<file path="src/rtl/mc_ctrl.sv">
// mc_ctrl: multi-cycle MIPS-subset control FSM (FETCH/DECODE/EXEC/MEM/WB).
// Outputs are Moore-style decodes of the state register and the IR opcode
// fields; only pc_wr in EXEC also looks at the ALU zero flag.
// Optional build macro MC_CTRL_PERF_CNT_EN adds cycle/retire counters.
module mc_ctrl (
    input  logic        clk,
    input  logic        reset,
    input  logic [5:0]  op,
    input  logic [5:0]  funct,
    input  logic        zero,
    output logic        pc_wr,
    output logic        ir_wr,
    output logic        rf_wr,
    output logic        dm_wr,
    output logic [1:0]  npc_sel,
    output logic [1:0]  reg_dst,
    output logic [1:0]  wd_sel,
    output logic        alu_src,
    output logic        ext_op,
    output logic [1:0]  alu_op,
    output logic [2:0]  state
`ifdef MC_CTRL_PERF_CNT_EN
    ,
    output logic [31:0] cyc_cnt,
    output logic [31:0] ret_cnt
`endif
);

    localparam int unsigned STATE_W = 3;

    typedef enum logic [STATE_W-1:0] {
        S_FETCH  = 3'd0,
        S_DECODE = 3'd1,
        S_EXEC   = 3'd2,
        S_MEM    = 3'd3,
        S_WB     = 3'd4
    } state_t;

    state_t cur_state;
    state_t nxt_state;

    logic is_r;
    logic is_addu;
    logic is_subu;
    logic is_jr;
    logic is_ori;
    logic is_lui;
    logic is_lw;
    logic is_sw;
    logic is_beq;
    logic is_j;
    logic is_jal;

    // Instruction decode from the IR opcode/function fields
    always_comb begin
        is_r    = (op == 6'h00);
        is_addu = is_r && (funct == 6'h21);
        is_subu = is_r && (funct == 6'h23);
        is_jr   = is_r && (funct == 6'h08);
        is_ori  = (op == 6'h0D);
        is_lui  = (op == 6'h0F);
        is_lw   = (op == 6'h23);
        is_sw   = (op == 6'h2B);
        is_beq  = (op == 6'h04);
        is_j    = (op == 6'h02);
        is_jal  = (op == 6'h03);
    end

    // State register; reset returns to FETCH from anywhere
    always_ff @(posedge clk) begin
        if (reset) begin
            cur_state <= S_FETCH;
        end else begin
            cur_state <= nxt_state;
        end
    end

    // Next-state and control decode; undefined encodings fall back to FETCH
    always_comb begin
        nxt_state = S_FETCH;
        pc_wr     = 1'b0;
        ir_wr     = 1'b0;
        rf_wr     = 1'b0;
        dm_wr     = 1'b0;
        npc_sel   = 2'b00;
        reg_dst   = 2'b00;
        wd_sel    = 2'b00;
        alu_src   = 1'b0;
        ext_op    = 1'b0;
        alu_op    = 2'b00;
        case (cur_state)
            S_FETCH: begin
                ir_wr     = 1'b1;
                pc_wr     = 1'b1;
                nxt_state = S_DECODE;
            end
            S_DECODE: begin
                if (is_j) begin
                    pc_wr   = 1'b1;
                    npc_sel = 2'b10;
                end else if (is_jal) begin
                    pc_wr   = 1'b1;
                    npc_sel = 2'b10;
                    rf_wr   = 1'b1;
                    reg_dst = 2'b10;
                    wd_sel  = 2'b10;
                end else if (is_jr) begin
                    pc_wr   = 1'b1;
                    npc_sel = 2'b11;
                end else if (is_addu || is_subu || is_ori || is_lui ||
                             is_lw || is_sw || is_beq) begin
                    nxt_state = S_EXEC;
                end
            end
            S_EXEC: begin
                if (is_addu) begin
                    nxt_state = S_WB;
                end else if (is_subu) begin
                    alu_op    = 2'b01;
                    nxt_state = S_WB;
                end else if (is_ori) begin
                    alu_op    = 2'b10;
                    alu_src   = 1'b1;
                    nxt_state = S_WB;
                end else if (is_lui) begin
                    alu_op    = 2'b11;
                    alu_src   = 1'b1;
                    nxt_state = S_WB;
                end else if (is_lw || is_sw) begin
                    alu_src   = 1'b1;
                    ext_op    = 1'b1;
                    nxt_state = S_MEM;
                end else if (is_beq) begin
                    alu_op    = 2'b01;
                    ext_op    = 1'b1;
                    npc_sel   = 2'b01;
                    pc_wr     = zero;
                end
            end
            S_MEM: begin
                if (is_sw) begin
                    dm_wr = 1'b1;
                end else if (is_lw) begin
                    nxt_state = S_WB;
                end
            end
            S_WB: begin
                rf_wr = 1'b1;
                if (is_r) begin
                    reg_dst = 2'b01;
                end
                if (is_lw) begin
                    wd_sel = 2'b01;
                end
            end
            default: nxt_state = S_FETCH;
        endcase
        // Reset suppresses every write, including the FETCH writes
        if (reset) begin
            pc_wr = 1'b0;
            ir_wr = 1'b0;
            rf_wr = 1'b0;
            dm_wr = 1'b0;
        end
    end

    assign state = STATE_W'(cur_state);

`ifdef MC_CTRL_PERF_CNT_EN
    // Cycle counter and retire counter (entry into FETCH from elsewhere)
    always_ff @(posedge clk) begin
        if (reset) begin
            cyc_cnt <= 32'd0;
            ret_cnt <= 32'd0;
        end else begin
            cyc_cnt <= cyc_cnt + 32'd1;
            if ((nxt_state == S_FETCH) && (cur_state != S_FETCH)) begin
                ret_cnt <= ret_cnt + 32'd1;
            end
        end
    end
`endif

endmodule

</file>
<file path="config.mk">
export PLATFORM = sky130hd
export DESIGN_NAME = mc_ctrl
export DESIGN_NICKNAME = d
export VERILOG_FILES = /design/src/rtl/mc_ctrl.sv
export SDC_FILE = /design/constraint.sdc
export NUM_CORES = 1
export LEC_CHECK = 0
export CORE_AREA = 2 2 39 41
export DETAILED_ROUTE_END_ITERATION = 6
export DIE_AREA = 0 0 41 43
export DONT_BUFFER_PORTS = 1
export PLACE_DENSITY = 0.5
export RECOVER_POWER = 100
export SYNTH_ARGS = -nofsm -noshare
export SYNTH_HDL_FRONTEND = slang
export SYNTH_SLANG_ARGS = --single-unit
export TNS_END_PERCENT = 5
</file>
<file path="constraint.sdc">
create_clock -name clk -period 3.82 [get_ports clk]
set_clock_uncertainty 0.15 [all_clocks]
set_input_delay 0.764 -clock clk [delete_from_list [all_inputs] [get_ports clk]]
set_output_delay 0.764 -clock clk [all_outputs]
set_load 0.05 [all_outputs]
</file>
# Word-level counts from Yosys, hierarchy flattened
# Cells that the tools add are included.
word_totals:
  ff_bits: 3
  inputBits: 15
  output_inout_bits: 17
  word_cells: 93
op_classes:
  eq_ne: 14
  mux: 66
  n_reduce_logical: 12
op_table:
  columns: ["op", "n"]
  rows:
  - ["1-bit 2-to-1 mux", 39]
  - ["2-bit 2-to-1 mux", 15]
  - ["6-bit == test, second input constant", 4]
  - ["6-bit by 4-bit == test with 1-bit output, second input constant", 3]
  - ["3-bit 2-to-1 mux", 6]
  - ["6-bit by 2-bit == test with 1-bit output, second input constant", 2]
  - ["2-bit case mux with 2 select lines", 3]
  - ["3-bit case mux with 4 select lines", 1]
  - ["1-bit logical OR", 7]
  - ["3-bit by 2-bit == test with 1-bit output, second input constant", 2]
  - ["6-bit by 3-bit == test with 1-bit output, second input constant", 1]
  - ["6-bit zero test", 1]
  - ["3-bit by 1-bit == test with 1-bit output, second input constant", 1]
  - ["3-bit == test, second input constant", 1]
  - ["1-bit logical AND", 3]
  - ["3-bit zero test", 1]
  - ["1-bit case mux with 3 select lines", 1]
  - ["1-bit case mux with 2 select lines", 1]

# Logic depth before layout (Yosys ltp)
logic_depth:
  ltp_word: 13
  mapped_depth: 5
  mapped_depth_nobuf: 4

# Worst setup path before layout
# OpenSTA, ideal clock, no wires.
synth_path:
  path_type: "input to output"
  from: "input port funct[1]"
  to: "output port pc_wr"
  arrival_ps: 2764
  required_time_ps: 2906
  setup_slack_ps: 142
  stages: 4
  n_path_buf: 0
  cell_sequence: "or4b_1 > or4_4 > a21boi_2 > o21ba_1"
synth_via:
  elab_chain_cells: 7
  word_cells_on_any_way: 13
  cone_classes: "3 x eq/ne; 7 x mux; 3 x reduce/logical"
synth_rtl:
  columns: ["item", "line", "source"]
  rows:
  - ["start: declaration", "9", "input logic [5:0] funct,"]
  - ["6-bit by 4-bit == test with 1-bit output", "59", "is_jr = is_r && (funct == 6'h08);"]
  - ["1-bit logical AND", "59", null]
  - ["1-bit 2-to-1 mux", "107", "end else if (is_jr) begin"]
  - ["1-bit 2-to-1 mux", "101", "end else if (is_jal) begin"]
  - ["1-bit 2-to-1 mux", "98", "if (is_j) begin"]
  - ["1-bit case mux with 3 select lines (*)", "91", "case (cur_state)"]
  - ["1-bit 2-to-1 mux (*)", "159", "if (reset) begin"]
  - ["end: declaration", "11", "output logic pc_wr,"]
# Mark *: on every way between the ends. The rest lies on a longest branch, timed or not.

# Worst setup path after layout
layout_path:
  from: "input port op[1]"
  to: "output port npc_sel[1]"
layout_via:
  elab_chain_cells: 6
  word_cells_on_any_way: 8
  cone_classes: "2 x eq/ne; 4 x mux; 2 x reduce/logical"
layout_rtl:
  columns: ["item", "line", "source"]
  rows:
  - ["start: declaration", "8", "input logic [5:0] op,"]
  - ["6-bit zero test", "56", "is_r = (op == 6'h00);"]
  - ["1-bit logical AND", "59", null]
  - ["2-bit 2-to-1 mux", "107", null]
  - ["2-bit 2-to-1 mux", "101", null]
  - ["2-bit 2-to-1 mux (*)", "98", null]
  - ["2-bit case mux with 2 select lines (*)", "91", null]
  - ["end: declaration", "15", "output logic [1:0] npc_sel,"]
# Marked as above.

==> impl_metrics.csv <==
group,metric,value,unit
outcome,status,"finished, final reports clean",
floorplan,core_area,1380,um^2
pwr,ir_drop,0.0579,mV
placement,portBuffers,0,
timing,fin_ws,0.419,ns
critical_path,r2r-end,"state[1]$_SDFF_PP0_",
drt,vias,525,
timing,rsz0062_at_grt,"no",
global_route,grt_max_degree,10,
clock_tree,cts_hold_buf,0,
timing,fin_tns_setup,0,ns
min_path,holdCritStartpoint,"op[3]",
floorplan,die_y,43,um
placement,detailed_place.area,552,um^2
synthesis,synth_edf_count,0,
synthesis,synth.area.top_cells,"dfxtp_1 (14%), nor2_1 (6.1%), or3_4 (5.3%)",
drt,drt_first_pass_iters,4,
placement,pre_cts_ws,0.627,ns
synthesis,synth_seq_area_share,14.0,%
clock_tree,clk_pin_slew,0.04,ns
clock_tree,ctsResizeCount,0,
critical_path,reg2reg_from,"state[0]$_SDFF_PP0_",
critical_path,max_stage_delay,0.61,ns
clock_tree,cts-root-buf,"clkbuf_4",
critical_path,path_cells,"or3_1 > or4_1 > a21boi_2 > clkbuf_1",
synthesis,syn-num-nets,74,
pwr,power_density,228,nW/um^2
floorplan,design.portCount,32,
timing,fin_crit,3.40,ns
timing,fmax,294,MHz
min_path,hold_path_depth,2,
critical_path,worstPathMaxFanout,5,
synthesis,syn-cell-area,428,um^2
final_layout,multi_input_area,345,um^2
timing,finalHoldViolCount,0,
min_path,hold_path_class,"input pin to flip-flop",
final_layout,final_cells,90,
synthesis,ys.flop_type,"dfxtp_1",
critical_path,crit_path_start_kind,"input pin",
clock_tree,clock_sinks,3,
final_layout,stdcell_area,526,um^2
placement,globalplace.congestion,0.778,
drt,drt-initial-drc-count,7,
floorplan,die-area,1760,um^2
synthesis,yosys.area.top_type,"dfxtp_1",
drt,postRouteAntennaNets,0,
drt,routedWlPerCell,14.2,um
critical_path,critPathBufInv,1,
floorplan,start_util,30.9,%
synthesis,synth_top_area_share,14.0,%
critical_path,r2r_slack,1.72,ns
final_layout,antennaDiodeCount,0,
final_layout,largest_register_ffs,3,
floorplan,die_w,41,um
min_path,hold_end,"state[2]$_SDFF_PP0_",
global_route,grt_overflow,0,
synthesis,async_reset_ff_share,0,%
synthesis,avgSynthCellArea,7.25,um^2
clock_tree,cts_buffers,3,
clock_tree,cts.htree.levels,1,
critical_path,critical_path_arrival,2.49,ns
final_layout,seq_area,60.1,um^2
timing,worst_slew_pin_slew,0.871,ns
final_layout,nets,90,
critical_path,setup.worst_path.class,"input pin to output port",
pwr,p_leak,0.000161,uW
final_layout,synthToLayoutAreaGrowth,22.8,%
critical_path,cp-end-kind,"output port",
global_route,grt_pass1_vias,496,
global_route,antenna_found_initial,0,
critical_path,reg2reg_depth,4,
drt,viasPerCell,5.83,
clock_tree,cts_tree,"done",
critical_path,cp_slowest_cell,"or4_1",
timing,setup_violations,0,
timing,drv_slew,0,
drt,remaining_drc_errors,0,
synthesis,synth_seq_cells,3,
final_layout,layout-drive-gt1-share,17.6,%
global_route,grtUsageTotal,16.2,%
clock_tree,cts.path.max_buffers,2,
clock_tree,post_cts_buffers,0,
drt,drt-total-wl,1.28,mm
synthesis,netlist_instances,59,
synthesis,synth_cell_types,33,
job,drv_cap,0,
floorplan,fp-row-count,14,
global_route,grt_pass1_wl,2.03,mm
clock_tree,clock_latency,0.23,ns
pwr,total_power,120,uW
critical_path,required,2.91,ns
final_layout,nFillCells,163,
placement,hpwl,1.02,mm
critical_path,crit_family,"simple AND/OR/NAND/NOR gates",
placement,placed_cells,86,
timing,slew-limit-headroom,41.7,%
synthesis,ys_warn_count,0,
timing,period_share,89.0,%
## kinds of logic after synthesis
family	count (synthesis)	share of synthesized area, %
buf+inv	4	4.68
simple gates	38	54.1
flops	3	14.0
compound gates	14	27.2
## through the flow
step,utilization (%),hold WS (ns)
finish,38.0,0.585
global route,38.0,0.599
CTS,41.8,0.556
detailed placement,39.9,0.554
global placement,39.9,0.533
floorplan,-,0.593
## final cells by class
class / instances / area share [%]
clock buffers: 4 / 5.00
inverters: 2 / 1.43
multi-input cells: 52 / 65.7
flip-flops and latches: 3 / 11.4
well taps: 16 / 3.81
repair buffers: 13 / 12.6
## cells in the mapped netlist, types with 2 or more instances
| cell type | number |
|---|---|
| inv_1 | 2 |
| or3_4 | 2 |
| or2_2 | 2 |
| nor3_1 | 4 |
| nand3_1 | 2 |
| nor4_1 | 2 |
| nor3b_1 | 2 |
| a21oi_1 | 3 |
| a211oi_1 | 2 |
| nor2_1 | 7 |
| dfxtp_1 | 3 |
| nand4_1 | 2 |
| nand2_1 | 5 |
| nand3b_1 | 2 |
## how the worst max path moves through the flow
stage                        start          to  cells past startpoint
after floorplan           funct[1]       pc_wr                      4
after global placement    funct[1]       pc_wr                      5
after detailed placement  funct[1]       pc_wr                      5
after CTS                 funct[1]       pc_wr                      5
after global routing         op[1]  npc_sel[1]                      4
final                        op[1]  npc_sel[1]                      4
## cells in the final DEF (no fill, tap or decap), types with 2 or more instances in the layout
master | synthesis | routed
or2_2 | 2 | 2
nand3_1 | 2 | 2
dfxtp_1 | 3 | 3
nor3b_1 | 2 | 2
nand4_1 | 2 | 2
nor3_1 | 4 | 4
inv_1 | 2 | 2
a21oi_1 | 3 | 3
nand3b_1 | 2 | 2
a211oi_1 | 2 | 2
nand2_1 | 5 | 5
clkbuf_1 | 0 | 12
clkbuf_4 | 0 | 3
nor2_1 | 7 | 7
## report_power, final
group,total [uW],internal (uW),switching (uW)
registers,37.3,32.4,4.89
clock network,55.9,39.2,16.8
logic,26.9,11.2,15.6
## routing by layer
layer	vias to the layer above	global-route usage (%)	wire (um)
li1	260	-	-
met1	245	19.6	569
met2	20	24.4	590
met3	0	4.71	116
met4	0	8.67	0
met5	-	0	0
No activity file was read; power rests on OpenSTA's default activity.
